**src/rtl/cu.sv**
```systemverilog
// Main control unit for a single-cycle MIPS-style CPU.
// Decodes op/func into datapath controls and resolves branches from the ALU
// zero flag. A start-up bit keeps architectural side effects (register and
// memory writes, PC redirection) off during and just after reset.
module cu (
    input  logic       clk,
    input  logic       rst_n,      // active-high synchronous reset despite the name
    input  logic [5:0] op,
    input  logic [5:0] func,
    input  logic       zero,
    output logic       MemtoReg,
    output logic       MemWrite,
    output logic       RegWrite,
    output logic [4:0] ALUControl,
    output logic [1:0] Branch,
    output logic       ALUSrcA,
    output logic       ALuSrcB,
    output logic [4:0] RegDst,
    output logic       Extend,
    output logic       PCtoReg
);

    // ALU operation codes
    localparam logic [4:0] ALU_ADD  = 5'b00000;
    localparam logic [4:0] ALU_SUB  = 5'b00001;
    localparam logic [4:0] ALU_AND  = 5'b00010;
    localparam logic [4:0] ALU_OR   = 5'b00011;
    localparam logic [4:0] ALU_XOR  = 5'b00100;
    localparam logic [4:0] ALU_NOR  = 5'b00101;
    localparam logic [4:0] ALU_SLT  = 5'b00110;
    localparam logic [4:0] ALU_SLTU = 5'b00111;
    localparam logic [4:0] ALU_SLL  = 5'b01000;
    localparam logic [4:0] ALU_SRL  = 5'b01001;
    localparam logic [4:0] ALU_SRA  = 5'b01010;
    localparam logic [4:0] ALU_LUI  = 5'b01011;

    // One-hot destination register selects
    localparam logic [4:0] DST_NONE = 5'b00000;
    localparam logic [4:0] DST_RT   = 5'b00001;
    localparam logic [4:0] DST_RD   = 5'b00010;
    localparam logic [4:0] DST_RA   = 5'b00100;

    // Next-PC selects
    localparam logic [1:0] PC_SEQ  = 2'b00;
    localparam logic [1:0] PC_BR   = 2'b01;
    localparam logic [1:0] PC_JMP  = 2'b10;
    localparam logic [1:0] PC_REG  = 2'b11;

    logic       run_q;
    logic       run_d;
    logic       gate;

    logic       dec_memtoreg;
    logic       dec_memwrite;
    logic       dec_regwrite;
    logic [4:0] dec_aluctl;
    logic [1:0] dec_branch;
    logic       dec_srca;
    logic       dec_srcb;
    logic [4:0] dec_regdst;
    logic       dec_extend;
    logic       dec_pctoreg;

    // Start-up bit: cleared while reset is sampled high, set on the first edge without it
    assign run_d = ~rst_n;

    // Start-up register update
    always_ff @(posedge clk) begin
        if (rst_n) begin
            run_q <= 1'b0;
        end else begin
            run_q <= run_d;
        end
    end

    // Instruction decode; only the branch select looks at zero so the
    // ALU -> zero -> ALUControl path never forms a combinational loop
    always_comb begin
        dec_memtoreg = 1'b0;
        dec_memwrite = 1'b0;
        dec_regwrite = 1'b0;
        dec_aluctl   = ALU_ADD;
        dec_branch   = PC_SEQ;
        dec_srca     = 1'b0;
        dec_srcb     = 1'b0;
        dec_regdst   = DST_NONE;
        dec_extend   = 1'b0;
        dec_pctoreg  = 1'b0;

        case (op)
            6'b000000: begin
                // R-type: most functions write rd; unknown func stays a NOP
                dec_regwrite = 1'b1;
                dec_regdst   = DST_RD;
                case (func)
                    6'b100000, 6'b100001: dec_aluctl = ALU_ADD;
                    6'b100010, 6'b100011: dec_aluctl = ALU_SUB;
                    6'b100100: dec_aluctl = ALU_AND;
                    6'b100101: dec_aluctl = ALU_OR;
                    6'b100110: dec_aluctl = ALU_XOR;
                    6'b100111: dec_aluctl = ALU_NOR;
                    6'b101010: dec_aluctl = ALU_SLT;
                    6'b101011: dec_aluctl = ALU_SLTU;
                    6'b000000: begin dec_aluctl = ALU_SLL; dec_srca = 1'b1; end
                    6'b000010: begin dec_aluctl = ALU_SRL; dec_srca = 1'b1; end
                    6'b000011: begin dec_aluctl = ALU_SRA; dec_srca = 1'b1; end
                    6'b000100: dec_aluctl = ALU_SLL;
                    6'b000110: dec_aluctl = ALU_SRL;
                    6'b000111: dec_aluctl = ALU_SRA;
                    6'b001000: begin
                        dec_branch   = PC_REG;
                        dec_regwrite = 1'b0;
                        dec_regdst   = DST_NONE;
                    end
                    6'b001001: begin
                        dec_branch  = PC_REG;
                        dec_pctoreg = 1'b1;
                    end
                    default: begin
                        dec_regwrite = 1'b0;
                        dec_regdst   = DST_NONE;
                    end
                endcase
            end
            6'b001000, 6'b001001: begin
                dec_aluctl = ALU_ADD; dec_extend = 1'b1;
                dec_srcb = 1'b1; dec_regwrite = 1'b1; dec_regdst = DST_RT;
            end
            6'b001010: begin
                dec_aluctl = ALU_SLT; dec_extend = 1'b1;
                dec_srcb = 1'b1; dec_regwrite = 1'b1; dec_regdst = DST_RT;
            end
            6'b001011: begin
                dec_aluctl = ALU_SLTU; dec_extend = 1'b1;
                dec_srcb = 1'b1; dec_regwrite = 1'b1; dec_regdst = DST_RT;
            end
            6'b001100: begin
                dec_aluctl = ALU_AND;
                dec_srcb = 1'b1; dec_regwrite = 1'b1; dec_regdst = DST_RT;
            end
            6'b001101: begin
                dec_aluctl = ALU_OR;
                dec_srcb = 1'b1; dec_regwrite = 1'b1; dec_regdst = DST_RT;
            end
            6'b001110: begin
                dec_aluctl = ALU_XOR;
                dec_srcb = 1'b1; dec_regwrite = 1'b1; dec_regdst = DST_RT;
            end
            6'b001111: begin
                dec_aluctl = ALU_LUI;
                dec_srcb = 1'b1; dec_regwrite = 1'b1; dec_regdst = DST_RT;
            end
            6'b100011: begin
                dec_aluctl = ALU_ADD; dec_extend = 1'b1; dec_memtoreg = 1'b1;
                dec_srcb = 1'b1; dec_regwrite = 1'b1; dec_regdst = DST_RT;
            end
            6'b101011: begin
                dec_aluctl = ALU_ADD; dec_extend = 1'b1;
                dec_srcb = 1'b1; dec_memwrite = 1'b1;
            end
            6'b000100: begin
                dec_aluctl = ALU_SUB; dec_extend = 1'b1;
                if (zero) dec_branch = PC_BR;
            end
            6'b000101: begin
                dec_aluctl = ALU_SUB; dec_extend = 1'b1;
                if (!zero) dec_branch = PC_BR;
            end
            6'b000010: dec_branch = PC_JMP;
            6'b000011: begin
                dec_branch   = PC_JMP;
                dec_regwrite = 1'b1;
                dec_regdst   = DST_RA;
                dec_pctoreg  = 1'b1;
            end
            default: ;
        endcase
    end

    // Side effects are suppressed while reset is high or before the first running edge
    assign gate = rst_n | ~run_q;

    assign MemtoReg   = dec_memtoreg & ~gate;
    assign MemWrite   = dec_memwrite & ~gate;
    assign RegWrite   = dec_regwrite & ~gate;
    assign Branch     = gate ? PC_SEQ : dec_branch;
    assign PCtoReg    = dec_pctoreg & ~gate;
    assign ALUControl = dec_aluctl;
    assign ALUSrcA    = dec_srca;
    assign ALuSrcB    = dec_srcb;
    assign RegDst     = dec_regdst;
    assign Extend     = dec_extend;

endmodule

```
**config.mk**
```make
export PLATFORM = sky130hd
export DESIGN_NAME = cu
export DESIGN_NICKNAME = d
export VERILOG_FILES = /design/src/rtl/cu.sv
export SDC_FILE = /design/constraint.sdc
export NUM_CORES = 1
export LEC_CHECK = 0
export ABC_AREA = 1
export BUFFER_PORTS_ARGS = -buffer_cell sky130_fd_sc_hd__buf_2
export CAP_MARGIN = 5
export CORE_MARGIN = 4
export CORE_UTILIZATION = 38
export DETAILED_ROUTE_END_ITERATION = 10
export MAX_ROUTING_LAYER = met4
export PLACE_DENSITY = 0.74
export SETUP_SLACK_MARGIN = 0.1
export SYNTH_ARGS = -nofsm -noshare
export SYNTH_HDL_FRONTEND = slang
export SYNTH_SLANG_ARGS = --single-unit
```
**constraint.sdc**
```tcl
create_clock -name clk -period 0.8 [get_ports clk]
set_input_delay 0 -clock clk [delete_from_list [all_inputs] [get_ports clk]]
set_output_delay 0 -clock clk [all_outputs]
set_load 0.02 [all_outputs]
```
==> reports/metrics.yaml, run 1 <==
grt_max_degree: 9
hold_buffers: 0
synth_cells: 110
dpl.hpwl_um: 1680
worstEpCategory: "output port"
yosys.area.top_type_share: 0.1373
ys_seq_area_frac: 0.03433
num_rows: 13
synth_cell_types: 26
initial_core_util: 0.4267
synth-edff-count: 0
synth_ff_type: "dfxtp_1"
crit_endpoint: "PCtoReg"
status: "stopped before the end"
place_ws_ns: -0.3309
synth_area_leaders: "nand3_1 (14%), nand2_1 (14%), nor2_1 (13%)"
placedCellCount: 176
gp_congestion: 0.8327
numPortBuffers: 30
synth_seq_cells: 1
haltStage: "global routing"
ys_async_sr_fraction: 0
ys_warn_count: 0
avgSynthCellArea_sq_um: 5.301
synth_top_area_cell: "nand3_1"
die_width_um: 47.17
tool.error: "[ERROR DPL-0038] Utilization greater than 100%, impossible to legalize"
syn-cell-area_sq_um: 583.1
die_h_um: 47.17
io_pins: 34
==> kinds of logic after synthesis <==
logic type / share of synthesized area
buf+inv: 0.1609
xor+xnor: 0.01502
simple gates: 0.7017
flops: 0.03434
compound gates: 0.08155
other cells: 0.006432
==> Yosys cell counts (2+ instances only) <==
master   count
a21oi_1      2
buf_4        3
inv_1       11
inv_2        8
nand2_1     21
nand3_1     16
nor2_1      20
nor2_2       8
nor2_4       2
nor4_2       2
o21ai_1      2
==> through the flow <==
stage | hold WS (ns) | instance area (sq um) | utilization | setup TNS, ns
2_1_floorplan | 0.04347 | 644.4 | - | -0.08618
3_3_place_gp | 0.1783 | 968.4 | 0.7088 | -2.476
3_5_place_dp | 0.1803 | 968.4 | 0.7088 | -2.749
4_1_cts | 0.1808 | 1262 | 0.9240 | -2.313
==> timing repair <==
item,CTS
resized for setup,72
pin swaps,14
endpoints found under the setup margin,16
setup buffers,9
==> inputs of run 2 (changes only) <==
CORE_AREA = 4 4 65 67   (was default)
CORE_MARGIN = default   (was 4)
CORE_UTILIZATION = default   (was 38)
DIE_AREA = 0 0 69 71   (was default)
MAX_ROUTING_LAYER = default   (was met4)
PLACE_DENSITY = default   (was 0.74)
PLACE_DENSITY_LB_ADDON = 0.15   (was default)
SETUP_SLACK_MARGIN = default   (was 0.1)
clock period = 1 ns   (was 0.8 ns; I/O delays follow)
==> run 2 against run 1 <==
The flow now finishes, with violations (setup timing); synthesized cell count stayed put; synthesized area stayed put.
==> reports/metrics.yaml, run 2 <==
syn-cell-area_sq_um: 583.1  # unchanged
post_drt_via_cell_ratio: 4.090
hold_viol: 0
drt_iter0_markers: 10
nets: 179
grt-ovfl-total: 0
io_pins: 34  # unchanged
multi_input_area_sq_um: 611.8
maxCapViolations: 0
numPortBuffers: 30  # unchanged
synth_cells: 110  # unchanged
synth_seq_cells: 1  # unchanged
die-area_sq_um: 4899
cp.required_ns: 1.00
synth-edff-count: 0  # unchanged
grt_pass1_wl_um: 3877
largest_reg_flops: 1
hold_buffers: 0  # unchanged
status: "finished, violations left"  # was stopped before the end
drive_gt1_frac: 0.6358
vias: 859
dpl.hpwl_um: 1831  # was 1680 um
placedCellCount: 207  # was 176
ir_worst_vdd_uv: 135.3
hold_depth: 2
grt_pass1_vias: 866
path_delay_family: "simple AND/OR/NAND/NOR gates"
ant_nets: 0
crit_fanout: 3
gp_congestion: 0.8669  # was 0.8327
setup_viol: 3
place_area_sq_um: 928.4  # was 968.4 sq um
min_path_type: "input pin to register"
start_kind: "input pin"
grt.total_usage: 0.08875
final_area_sq_um: 1184
synth.most_common_cell: "nand2_1"  # unchanged
final_common_cell: "buf_4"
avgSynthCellArea_sq_um: 5.301  # unchanged
worst_setup_path_end_kind: "primary output"
crit_cells: 7
largest_register: "run_q"
syn2layout_area_growth_pct: 103.0
max_freq_mhz: 975.8
synth_cell_types: 26  # unchanged
crit_chain: "buf_2 > nor2_1 > nand3_4 > nor4_4 > inv_1 > a21oi_1 > buf_4"
violations: "setup timing"
min_period_ns: 1.025
final_cell_mix: "buf_4 (32), nand2_1 (15), nor2_1 (14)"
cts.reportedPaths.clkPinSlew_ns: 0
rsz0062_at_grt: "true"
post_drt_wl_per_cell_um: 10.74
worstPathArrival_ns: 1.02
grt_max_degree: 8
dr.pass1.iters: 4
path_class: "input pin to primary output"
synth_area_leaders: "nand3_1 (14%), nand2_1 (14%), nor2_1 (13%)"  # unchanged
crit_buf_inv: 3
num_rows: 22  # was 13
final_util: 0.3258
drv_slew: 0
layoutNonFillerInstCount: 210
n_fill_cell: 415
ys_async_sr_fraction: 0  # unchanged
wirelength_um: 2255
slowest_delay_ns: 0.21
powerDensity_nw_per_um2: 347.9
leakage_nw: 0.5753
die_h_um: 71  # was 47.17 um
grt_antenna_before_repair: 0
ys_warn_count: 0  # unchanged
ys_seq_area_frac: 0.03433  # unchanged
synth_ff_type: "dfxtp_1"  # unchanged
synth_top_area_cell: "nand3_1"  # unchanged
fin_crit_sh: 1.025
initial_core_util: 0.1605  # was 0.4267
diodes: 0
core_sq_um: 3633
die_width_um: 69  # was 47.17 um
synthTopCellsByCount: "nand2_1 (21), nor2_1 (20), nand3_1 (16)"  # unchanged
regArea_sq_um: 20.02
yosys.area.top_type_share: 0.1373  # unchanged
top_regs: "run_q (1)"
slowest_stage: "nor2_1"
drt_drc_violations_left: 0
fin_ws_ns: -0.02475
[run 2: cell counts after synthesis]
Identical to the previous run, type by type.
[run 2: repair_timing]
item	in CTS	in global routing
resized for setup	22	48
setup buffers	1	2
hold endpoints to repair	0	0
pin swaps	7	17
cloned	0	0
setup endpoints to repair	10	14
[run 2: power breakdown]
group | internal, mW | switching [mW]
sequential | 0.0429 | 0.000605
combinational | 0.160 | 0.208
clock | 0 | 0
total | 0.203 | 0.209
[run 2: metal layers]
layer | up-vias | share of wire | track usage
met2 | 27 | 0.52 | 0.1663
met1 | 380 | 0.42 | 0.1130
li1 | 452 | - | -
met4 | 0 | 0 | 0
met3 | 0 | 0.059 | 0.01420
met5 | - | 0 | 0
[run 2: through the flow]
| stage | hold WS, ns | power, mW | TNS, ns | worst slack (ns) |
|---|---|---|---|---|
| 2_1_floorplan | 0.04352 | 0.1869 | 0 | 0.04527 |
| 3_3_place_gp | 0.1639 | 0.3167 | -0.3418 | -0.08517 |
| 3_5_place_dp | 0.1729 | 0.3179 | -0.5742 | -0.09815 |
| 4_1_cts | 0.1720 | 0.3470 | -0.07404 | -0.02869 |
| 5_1_grt | 0.1823 | 0.4438 | -0.4435 | -0.08648 |
| 6_report | 0.1698 | 0.4118 | -0.04436 | -0.02475 |
[run 2: cell families (layout without fill, tap and decap cells)]
group                  Yosys count  count (layout)  share of synthesized area
AO/OA/AOI/OAI                    8               8                    0.08155
other                            1               3                   0.006432
AND/OR/NAND/NOR                 77              77                     0.7017
buffers and inverters           22              72                     0.1609
XOR/XNOR                         1               1                    0.01502
flip-flops                       1               1                    0.03434
[run 2: path summary, 6_finish.rpt]
kind,to,from,slack (ns)
worst max-delay path,Branch[1],op[1],-0.02
worst min-delay path,run_q,rst_n,0.17
[run 2: final cells by class]
class	count	share of cell area
Sequential cell	1	0.01691
Multi-Input combinational cell	89	0.5169
Tap cell	48	0.05074
Inverter	19	0.06448
Timing Repair Buffer	53	0.3509
(Power assumes the default switching activity.)
